**config.mk**
```make
export PLATFORM = sky130hd
export DESIGN_NAME = frame_writer
export DESIGN_NICKNAME = d
export VERILOG_FILES = /design/src/rtl/led_pkg.sv /design/src/rtl/frame_writer.sv
export SDC_FILE = /design/constraint.sdc
export NUM_CORES = 1
export LEC_CHECK = 0
export ABC_CLOCK_PERIOD_IN_PS = 2600
export CAP_MARGIN = 20
export CORE_MARGIN = 2
export CORE_UTILIZATION = 48
export CTS_BUF_LIST = sky130_fd_sc_hd__clkbuf_16
export DETAILED_ROUTE_END_ITERATION = 7
export PLACE_DENSITY = 0.82
export SLEW_MARGIN = 20
export SYNTH_ARGS = -nofsm -noshare
export SYNTH_HDL_FRONTEND = slang
export SYNTH_SLANG_ARGS = --single-unit
```
**constraint.sdc**
```tcl
create_clock -name clk -period 2.6 [get_ports clk]
set_clock_uncertainty 0.1 [all_clocks]
set_input_delay 0.52 -clock clk [delete_from_list [all_inputs] [get_ports clk]]
set_output_delay 0.52 -clock clk [all_outputs]
set_load 0.02 [all_outputs]
```
**src/rtl/led_pkg.sv**
```systemverilog
// Shared definitions for the LED matrix driver.
//   fw_state_t          : frame_writer control states
//   FRAME_WORDS_DEFAULT : pixels per frame (64x64 panel)
//   NUM_BUFFERS         : depth of the triple buffer
//   WEA_RGB             : byte enables for a {pad, R, G, B} word
package led_pkg;

  typedef enum logic [1:0] {
    IDLE   = 2'd0,
    WRITE  = 2'd1,
    DROP   = 2'd2,
    COMMIT = 2'd3
  } fw_state_t;

  localparam int unsigned FRAME_WORDS_DEFAULT = 4096;
  localparam int unsigned NUM_BUFFERS         = 3;
  localparam logic [3:0]  WEA_RGB             = 4'b0111;

endpackage

```
**src/rtl/frame_writer.sv**
```systemverilog
// frame_writer: accepts a stream of 24-bit RGB pixels and writes them, one
// 32-bit word per pixel, into the write port of the triple buffer. The write
// buffer select rotates 0->1->2->0 only after a complete, well-formed frame;
// malformed frames are abandoned in place and their buffer is reused.
//
// Ports:
//   clk, resetn             : clock, synchronous active-low reset
//   s_tdata/tvalid/tready   : pixel stream {R,G,B}
//   s_tuser / s_tlast       : start-of-frame / end-of-frame markers
//   din, wraddr, wea, wr    : triple-buffer write port (registered)
//   buffer_sel              : buffer currently being written (0..2)
//   frame_done / frame_err  : one-cycle commit / abort pulses
//   frame_count             : committed frames, wraps at 2^16
module frame_writer
  import led_pkg::*;
#(
  parameter int unsigned FRAME_WORDS = FRAME_WORDS_DEFAULT,
  parameter int unsigned AW          = 12
) (
  input  logic          clk,
  input  logic          resetn,
  input  logic [23:0]   s_tdata,
  input  logic          s_tvalid,
  output logic          s_tready,
  input  logic          s_tuser,
  input  logic          s_tlast,
  output logic [31:0]   din,
  output logic [AW-1:0] wraddr,
  output logic [3:0]    wea,
  output logic          wr,
  output logic [1:0]    buffer_sel,
  output logic          frame_done,
  output logic          frame_err,
  output logic [15:0]   frame_count
);

  localparam logic [AW:0] LAST_IDX = (AW+1)'(FRAME_WORDS - 1);
  localparam logic [1:0]  SEL_MAX  = 2'(NUM_BUFFERS - 1);

  fw_state_t     r_state;
  logic [AW:0]   r_cnt;
  logic          r_tready;
  logic [31:0]   r_din;
  logic [AW-1:0] r_wraddr;
  logic [3:0]    r_wea;
  logic          r_wr;
  logic [1:0]    r_sel;
  logic          r_done;
  logic          r_err;
  logic [15:0]   r_count;

  logic          w_accept;
  logic [1:0]    w_sel_next;

  assign w_accept = s_tvalid && r_tready;

  always_comb begin
    w_sel_next = (r_sel == SEL_MAX) ? 2'd0 : r_sel + 2'd1;
  end

  always_ff @(posedge clk) begin
    if (!resetn) begin
      r_state  <= IDLE;
      r_cnt    <= '0;
      r_tready <= 1'b0;
      r_din    <= '0;
      r_wraddr <= '0;
      r_wea    <= '0;
      r_wr     <= 1'b0;
      r_sel    <= '0;
      r_done   <= 1'b0;
      r_err    <= 1'b0;
      r_count  <= '0;
    end else begin
      // Strobes default low; ready is only withheld for the commit cycle.
      r_wr     <= 1'b0;
      r_wea    <= '0;
      r_done   <= 1'b0;
      r_err    <= 1'b0;
      r_tready <= 1'b1;
      case (r_state)
        IDLE, DROP: begin
          if (w_accept) begin
            if (s_tuser) begin
              r_din    <= {8'h00, s_tdata};
              r_wraddr <= '0;
              r_wr     <= 1'b1;
              r_wea    <= WEA_RGB;
              r_cnt    <= (AW+1)'(1);
              r_state  <= WRITE;
            end else if (r_state == DROP && s_tlast) begin
              r_state <= IDLE;
            end
          end
        end
        WRITE: begin
          if (w_accept) begin
            if (s_tuser) begin
              // Restart: the new SOF pixel opens a fresh frame at address 0.
              r_err    <= 1'b1;
              r_din    <= {8'h00, s_tdata};
              r_wraddr <= '0;
              r_wr     <= 1'b1;
              r_wea    <= WEA_RGB;
              r_cnt    <= (AW+1)'(1);
            end else if (s_tlast) begin
              r_din    <= {8'h00, s_tdata};
              r_wraddr <= r_cnt[AW-1:0];
              r_wr     <= 1'b1;
              r_wea    <= WEA_RGB;
              if (r_cnt == LAST_IDX) begin
                r_cnt    <= r_cnt + 1'b1;
                r_tready <= 1'b0;
                r_state  <= COMMIT;
              end else begin
                r_err   <= 1'b1;
                r_cnt   <= '0;
                r_state <= IDLE;
              end
            end else if (r_cnt == LAST_IDX) begin
              // Final slot reached without tlast: this beat is not written.
              r_err   <= 1'b1;
              r_cnt   <= '0;
              r_state <= DROP;
            end else begin
              r_din    <= {8'h00, s_tdata};
              r_wraddr <= r_cnt[AW-1:0];
              r_wr     <= 1'b1;
              r_wea    <= WEA_RGB;
              r_cnt    <= r_cnt + 1'b1;
            end
          end
        end
        COMMIT: begin
          r_sel   <= w_sel_next;
          r_done  <= 1'b1;
          r_count <= r_count + 16'd1;
          r_cnt   <= '0;
          r_state <= IDLE;
        end
        default: r_state <= IDLE;
      endcase
    end
  end

  assign s_tready    = r_tready;
  assign din         = r_din;
  assign wraddr      = r_wraddr;
  assign wea         = r_wea;
  assign wr          = r_wr;
  assign buffer_sel  = r_sel;
  assign frame_done  = r_done;
  assign frame_err   = r_err;
  assign frame_count = r_count;

endmodule

```
## Yosys cells after proc, flatten, opt, wreduce, memory -nomap -nowiden

Cells that the tools add are included.

| word-level totals | value |
|---|---|
| logic and storage cells | 89 |
| bits in registers | 85 |

| operators by class | value |
|---|---|
| equal/unequal tests | 12 |
| multiplexer cells | 54 |
| reduce and logical (&&, ||, !) cells | 9 |
| add/subtract/negate cells | 3 |

Operators with widths:

| operator | number |
|---|---|
| 2-to-1 mux 32 bit | 6 |
| 2-to-1 mux 13 bit | 7 |
| 2-to-1 mux 12 bit | 6 |
| case mux 32 bit (2 select lines) | 1 |
| case mux 13 bit (3 select lines) | 1 |
| case mux 12 bit (2 select lines) | 1 |
| 2-to-1 mux 2 bit | 9 |
| 2-to-1 mux 3 bit | 6 |
| adder 16 x 1 -> 16 bit (second input constant) | 1 |
| 2-to-1 mux 1 bit | 14 |
| adder 13 x 1 -> 13 bit (second input constant) | 1 |
| == test 13 x 12 -> 1 bit (second input constant) | 1 |
| AND reduction 5 bit | 2 |
| inequality test 2 bit (second input constant) | 4 |
| == test 2 bit (second input constant) | 3 |
| inequality test 3 bit (second input constant) | 2 |
| case mux 2 bit (3 select lines) | 1 |
| case mux 3 bit (2 select lines) | 1 |
| AND reduction 3 bit | 2 |
| inequality test 4 bit (second input constant) | 1 |
| adder 2 x 1 -> 2 bit (second input constant) | 1 |
| == test 2 x 1 -> 1 bit (second input constant) | 1 |
| logical AND 1 bit | 2 |
| logical NOT 2 bit | 1 |
| other kinds (3) | 3 |

## Longest topological paths before layout

| depth | value |
|---|---|
| depth in word-level cells | 6 |
| gate-level depth with buffers | 9 |

## Least setup slack after synthesis

OpenSTA, ideal clock, no wires.

| timing path | value |
|---|---|
| kind | reg2reg |
| from | register r_cnt[0] |
| to | register r_state[1] |
| path buffers | 0 |
| clock period less this slack | 2.315 ns |
| data required time | 2.435 ns |
| setup time | 0.065 ns |
| path slack | 0.285 ns |
| cell stages (with the launch flop) | 10 |
| arrival | 2.150 ns |
| path through | dfxtp_1 ha_1 nand3_4 nor4_4 inv_1 ha_1 or4_1 nor2_1 a31oi_1 nor2_1 |

| between the ends | value |
|---|---|
| word-level cells in the longest chain between the ends | 6 |
| elaborated cells between the ends (all ways) | 8 |

Ends and longest elaborated chain:

| what | RTL line | RTL |
|---|---|---|
| start, declared | frame_writer.sv:41 | `logic [AW:0] r_cnt;` |
| start signal, assigned | frame_writer.sv:89 | `r_cnt <= (AW+1)'(1);` |
| start signal, assigned | frame_writer.sv:105 | `r_cnt <= (AW+1)'(1);` |
| start signal, assigned | frame_writer.sv:112 | `r_cnt <= r_cnt + 1'b1;` |
| == test 13 x 12 -> 1 bit (*) | frame_writer.sv:111, frame_writer.sv:120 |  |
| 2-to-1 mux 2 bit | frame_writer.sv:111 | `if (r_cnt == LAST_IDX) begin` |
| 2-to-1 mux 2 bit | frame_writer.sv:106 | `end else if (s_tlast) begin` |
| 2-to-1 mux 2 bit | frame_writer.sv:98 | `if (s_tuser) begin` |
| 2-to-1 mux 2 bit | frame_writer.sv:97 | `if (w_accept) begin` |
| case mux 2 bit (3 select lines) | frame_writer.sv:81 | `case (r_state)` |
| end signal, assigned | frame_writer.sv:90 | `r_state <= WRITE;` |
| end signal, assigned | frame_writer.sv:92 | `r_state <= IDLE;` |
| end signal, assigned | frame_writer.sv:114 | `r_state <= COMMIT;` |
| end, declared | frame_writer.sv:40 | `fw_state_t r_state;` |

Mark *: on every way between the ends. The rest lies on a longest branch, timed or not. The select of a mux whose other input is x is not followed.
A chain may end at the register's enable or synchronous reset.

## Worst setup path in the final report

Ends and elaborated chain as after synthesis.

==> impl_summary.log <==
[metrics] outcome: completed
[metrics] cell leakage power: approximately 0.0018 uW
[metrics] cells traversed along the worst timing path: ha_1 > nand3_4 > nor4_4 > inv_1 > ha_1 > or4_1 > nor2_1 > a31oi_1 > nor2_1
[metrics] area of the die: 7880 um^2
[metrics] Crit Reg-Reg Endpoint: r_state[1]
[metrics] gate count after technology mapping: 402
[metrics] buffer depth of the longest clock path: 2
[metrics] number of slew-limit violations in the final report: 0
[metrics] FMAX: 0.417 GHz
[metrics] clock transition at the registers of the reported paths: 60 ps
[metrics] number of filler instances in the final layout: 568
[metrics] cell family with most CP delay: simple AND/OR/NAND/NOR gates
[metrics] share of synthesized registers carrying an async set or reset: 0%
[metrics] commonest cells after routing, fill and taps aside: clkdlybuf4s50_1, nand2_1, dfxtp_1
[metrics] Setup crit end: r_state[1]
[metrics] dominant cell type by area after synthesis: dfxtp_1
[metrics] post-cts repair resize count: 0
[metrics] cell area after layout: 4650 um^2
[metrics] Horiz. Die Dim: 88.8 um
[metrics] total overflow reported by the global router: 0
[metrics] TritonCTS Sinks: 74
[metrics] ANT nets after route: 0
[metrics] number of antenna violations at the first check in global routing: 0
[metrics] CTS HTree Levels: 3
[metrics] Arrival @ worst endpoint: between 2000 and 3000 ps
[metrics] Ports: between 90 and 100
[metrics] register-to-register setup slack: 200 ps
[metrics] Layout Utilization: 67.8%
[metrics] last weighted congestion value of the routability-driven placer: just under 0.9
[metrics] Antenna Diode Count: 0
[metrics] remaining routing DRC violations: 0
[metrics] synth-to-layout area growth: 34.9%
[metrics] number of rows in the core area: 30
[metrics] latest clock arrival within the worst-skew pair: between 300 and 400 ps
[metrics] worst slew margin relative to its limit: 66.8%
[metrics] Setup TNS: 0 ps
[metrics] portion of the post-synthesis area used by sequential elements: 42.9%
[metrics] EDFF count, synth: 0
[metrics] cell count after placement: 571
[metrics] total power density per cell area: a little under 600 nW/um^2
[metrics] setup fix buffers added after clock tree synthesis: 0
[metrics] RSZ-0062 raised after global routing: no
[metrics] final period demand of the worst path: 2400 ps
[metrics] area post-placement: 4350 um^2
[metrics] Buffers & Inverters on Critical Path: 1
[metrics] Final Hold Viols: 0
[metrics] Initial Util: 50.2%
[metrics] maximum fanout count along the critical path: 5
[metrics] Layout Nets: 521
[metrics] clock root buffer: clkbuf_16
[metrics] peak per-stage delay on the critical path: roughly 530 ps
[metrics] YS warnings: 0
[metrics] vias after detailed routing: 3051
[metrics] routed wire length: 8100 um
[metrics] worst slew pin tran: 486 ps
[metrics] CTS tree: built
[metrics] vias in the first global route: about 2800
[metrics] detail-routed via count per cell: approximately 5.2
[metrics] Critical Setup Path Class: reg2reg
[metrics] most common flop cell mapped by yosys: dfxtp_1
[metrics] global-route wire length before repair: approximately 13000 um
[metrics] classification of the worst-slack hold path: reg2reg
[metrics] Final setup viols: 0
[metrics] Crit. Startpoint: r_cnt[0]
[metrics] drt pass-1 iters: 4
[metrics] startpoint type of the worst setup path: flop
[metrics] post-route insts no fill: around 590
[metrics] number of buffers created by CTS: 9
[metrics] share of the synthesized area in the top cell type: 42.9%
[metrics] number of maximum-capacitance constraint violations: 0
[metrics] hpwl dp: approximately 5700 um
[metrics] top area cells in the synthesized netlist: dfxtp_1, mux2i_1, nand2_1, nand3_1, nor2_1
[metrics] Global Route Usage Sum: 21.0%
[metrics] most frequent standard cell in the layout excluding fill and tap cells: clkdlybuf4s50_1
[metrics] number of buffers added on ports: 89
[metrics] mean instance size in the synthesized netlist: between 8 and 9 um^2
[metrics] endpoint required time on the critical path: 2760 ps
[metrics] largest net degree at the start of global routing: 43
[metrics] Floorplan Core Area: 6870 um^2
[metrics] fraction of layout instances using a drive strength above 1: 6.53%
[metrics] unique cell type count in the Yosys netlist: 40
[metrics] Post-CTS Hold Fix Bufs: 0
[metrics] launch instance of the worst register-to-register path: r_cnt[0]
[metrics] VDD IR max: 0.409 mV
[metrics] First DRT Iteration DRCs: 100
[metrics] share of the clock period used by the worst path after layout: 92.2%
[metrics] post-synthesis instance area: 3450 um^2
[metrics] routed wire length per instance: 13.8 um
[metrics] cell depth of the worst flop-to-flop path: 9
[metrics] Seq cells post-synth: 74
[metrics] critical path's slowest cell: or4_1
[metrics] Die Ht: 88.8 um
[metrics] critical path depth: 9
[metrics] crit end category: flop
-- cell families (layout without fill, tap and decap cells) --
| family | after synthesis | in the layout | share of synthesized area (%) |
|---|---|---|---|
| muxes | 39 | 39 | 11.3 |
| adders and majority gates | 6 | 6 | 2.18 |
| xor gates and xnor gates | 14 | 14 | 3.55 |
| and+or+nand+nor | 183 | 183 | 25.3 |
| other | 1 | 9 | 0.109 |
| DFF | 74 | 74 | 42.9 |
| AOI/OAI and AO/OA | 38 | 38 | 6.49 |
| buffers and inverters | 47 | 127 | 8.12 |
-- cell usage after synthesis (2+ instances only) --
library cell and instances:
nand2_1 77, dfxtp_1 74, mux2i_1 39, nor2_1 30, nand3_1 29, clkbuf_1 18
a21oi_1 15, nor3_1 13, inv_1 12, o21ai_0 12, buf_4 11, xnor2_1 10
ha_1 6, nand3b_1 6, and3_1 5, nand4_1 4, or3_1 4, xor2_1 4
a22oi_1 3, and2_1 3, buf_12 3, a2111oi_0 2, a31oi_1 2, buf_2 2
nor2b_1 2, or3b_1 2
-- worst reg2reg max path, delay by kind of cell, from the launching register on --
family	cells	cell delay (ps)
and+or+nand+nor	5	1190
adders and majority gates	2	490
DFF	1	390
buffers and inverters	1	100
AOI/OAI and AO/OA	1	50
-- registers in the layout, indices dropped and copies added, names as in the netlist, 2 cells and up --
| register | cells |
|---|---|
| r_cnt | 13 |
| buffer_sel | 2 |
| r_state | 2 |
| wraddr | 12 |
| frame_count | 16 |
| din | 24 |
-- worst min-delay path by stage --
stage                    from   endpoint  cells past startpoint  slack (ps)
floorplan            r_cnt[0]  wraddr[0]                      2         370
global placement       din[2]     din[2]                      2         340
detailed placement  wraddr[6]  wraddr[6]                      2         350
CTS                 wraddr[6]  wraddr[6]                      2         360
global route        wraddr[6]  wraddr[6]                      2         380
finish                din[13]    din[13]                      2         360
-- metal layers --
metal,routed length (um),track usage (%),up-vias
met2,4160,36.6,90
li1,-,-,1503
met5,0,0,-
met4,87,6.20,0
met3,506,7.56,11
met1,3340,24.2,1447
-- cell type report --
class	count	area, um^2	area share (%)
Timing Repair Buffer	100	981	21.1
Clock buffer	9	225	4.84
Multi-Input combinational cell	289	1720	36.9
Sequential cell	74	1480	31.8
Tap cell	96	120	2.58
Inverter	12	45.0	0.968
Clock inverter	6	82.6	1.77
-- power breakdown --
| group | leakage [uW] | switching, uW | internal (uW) | total, uW |
|---|---|---|---|---|
| combinational | 0.00110 | 124 | 110 | 234 |
| clock | 0.000153 | 460 | 829 | 1290 |
| sequential | 0.000599 | 12.6 | 1150 | 1170 |
| total | 0.00185 | 597 | 2090 | 2690 |
-- metrics by stage --
stage | hold slack (ps) | power (uW) | worst slack (ps)
2_1_floorplan | 372 | 1340 | 285
3_3_place_gp | 344 | 1420 | 342
3_5_place_dp | 354 | 1420 | 256
4_1_cts | 361 | 2710 | 208
5_1_grt | 382 | 2780 | 80.6
6_report | 359 | 2690 | 204
(Power assumes the default switching activity.)
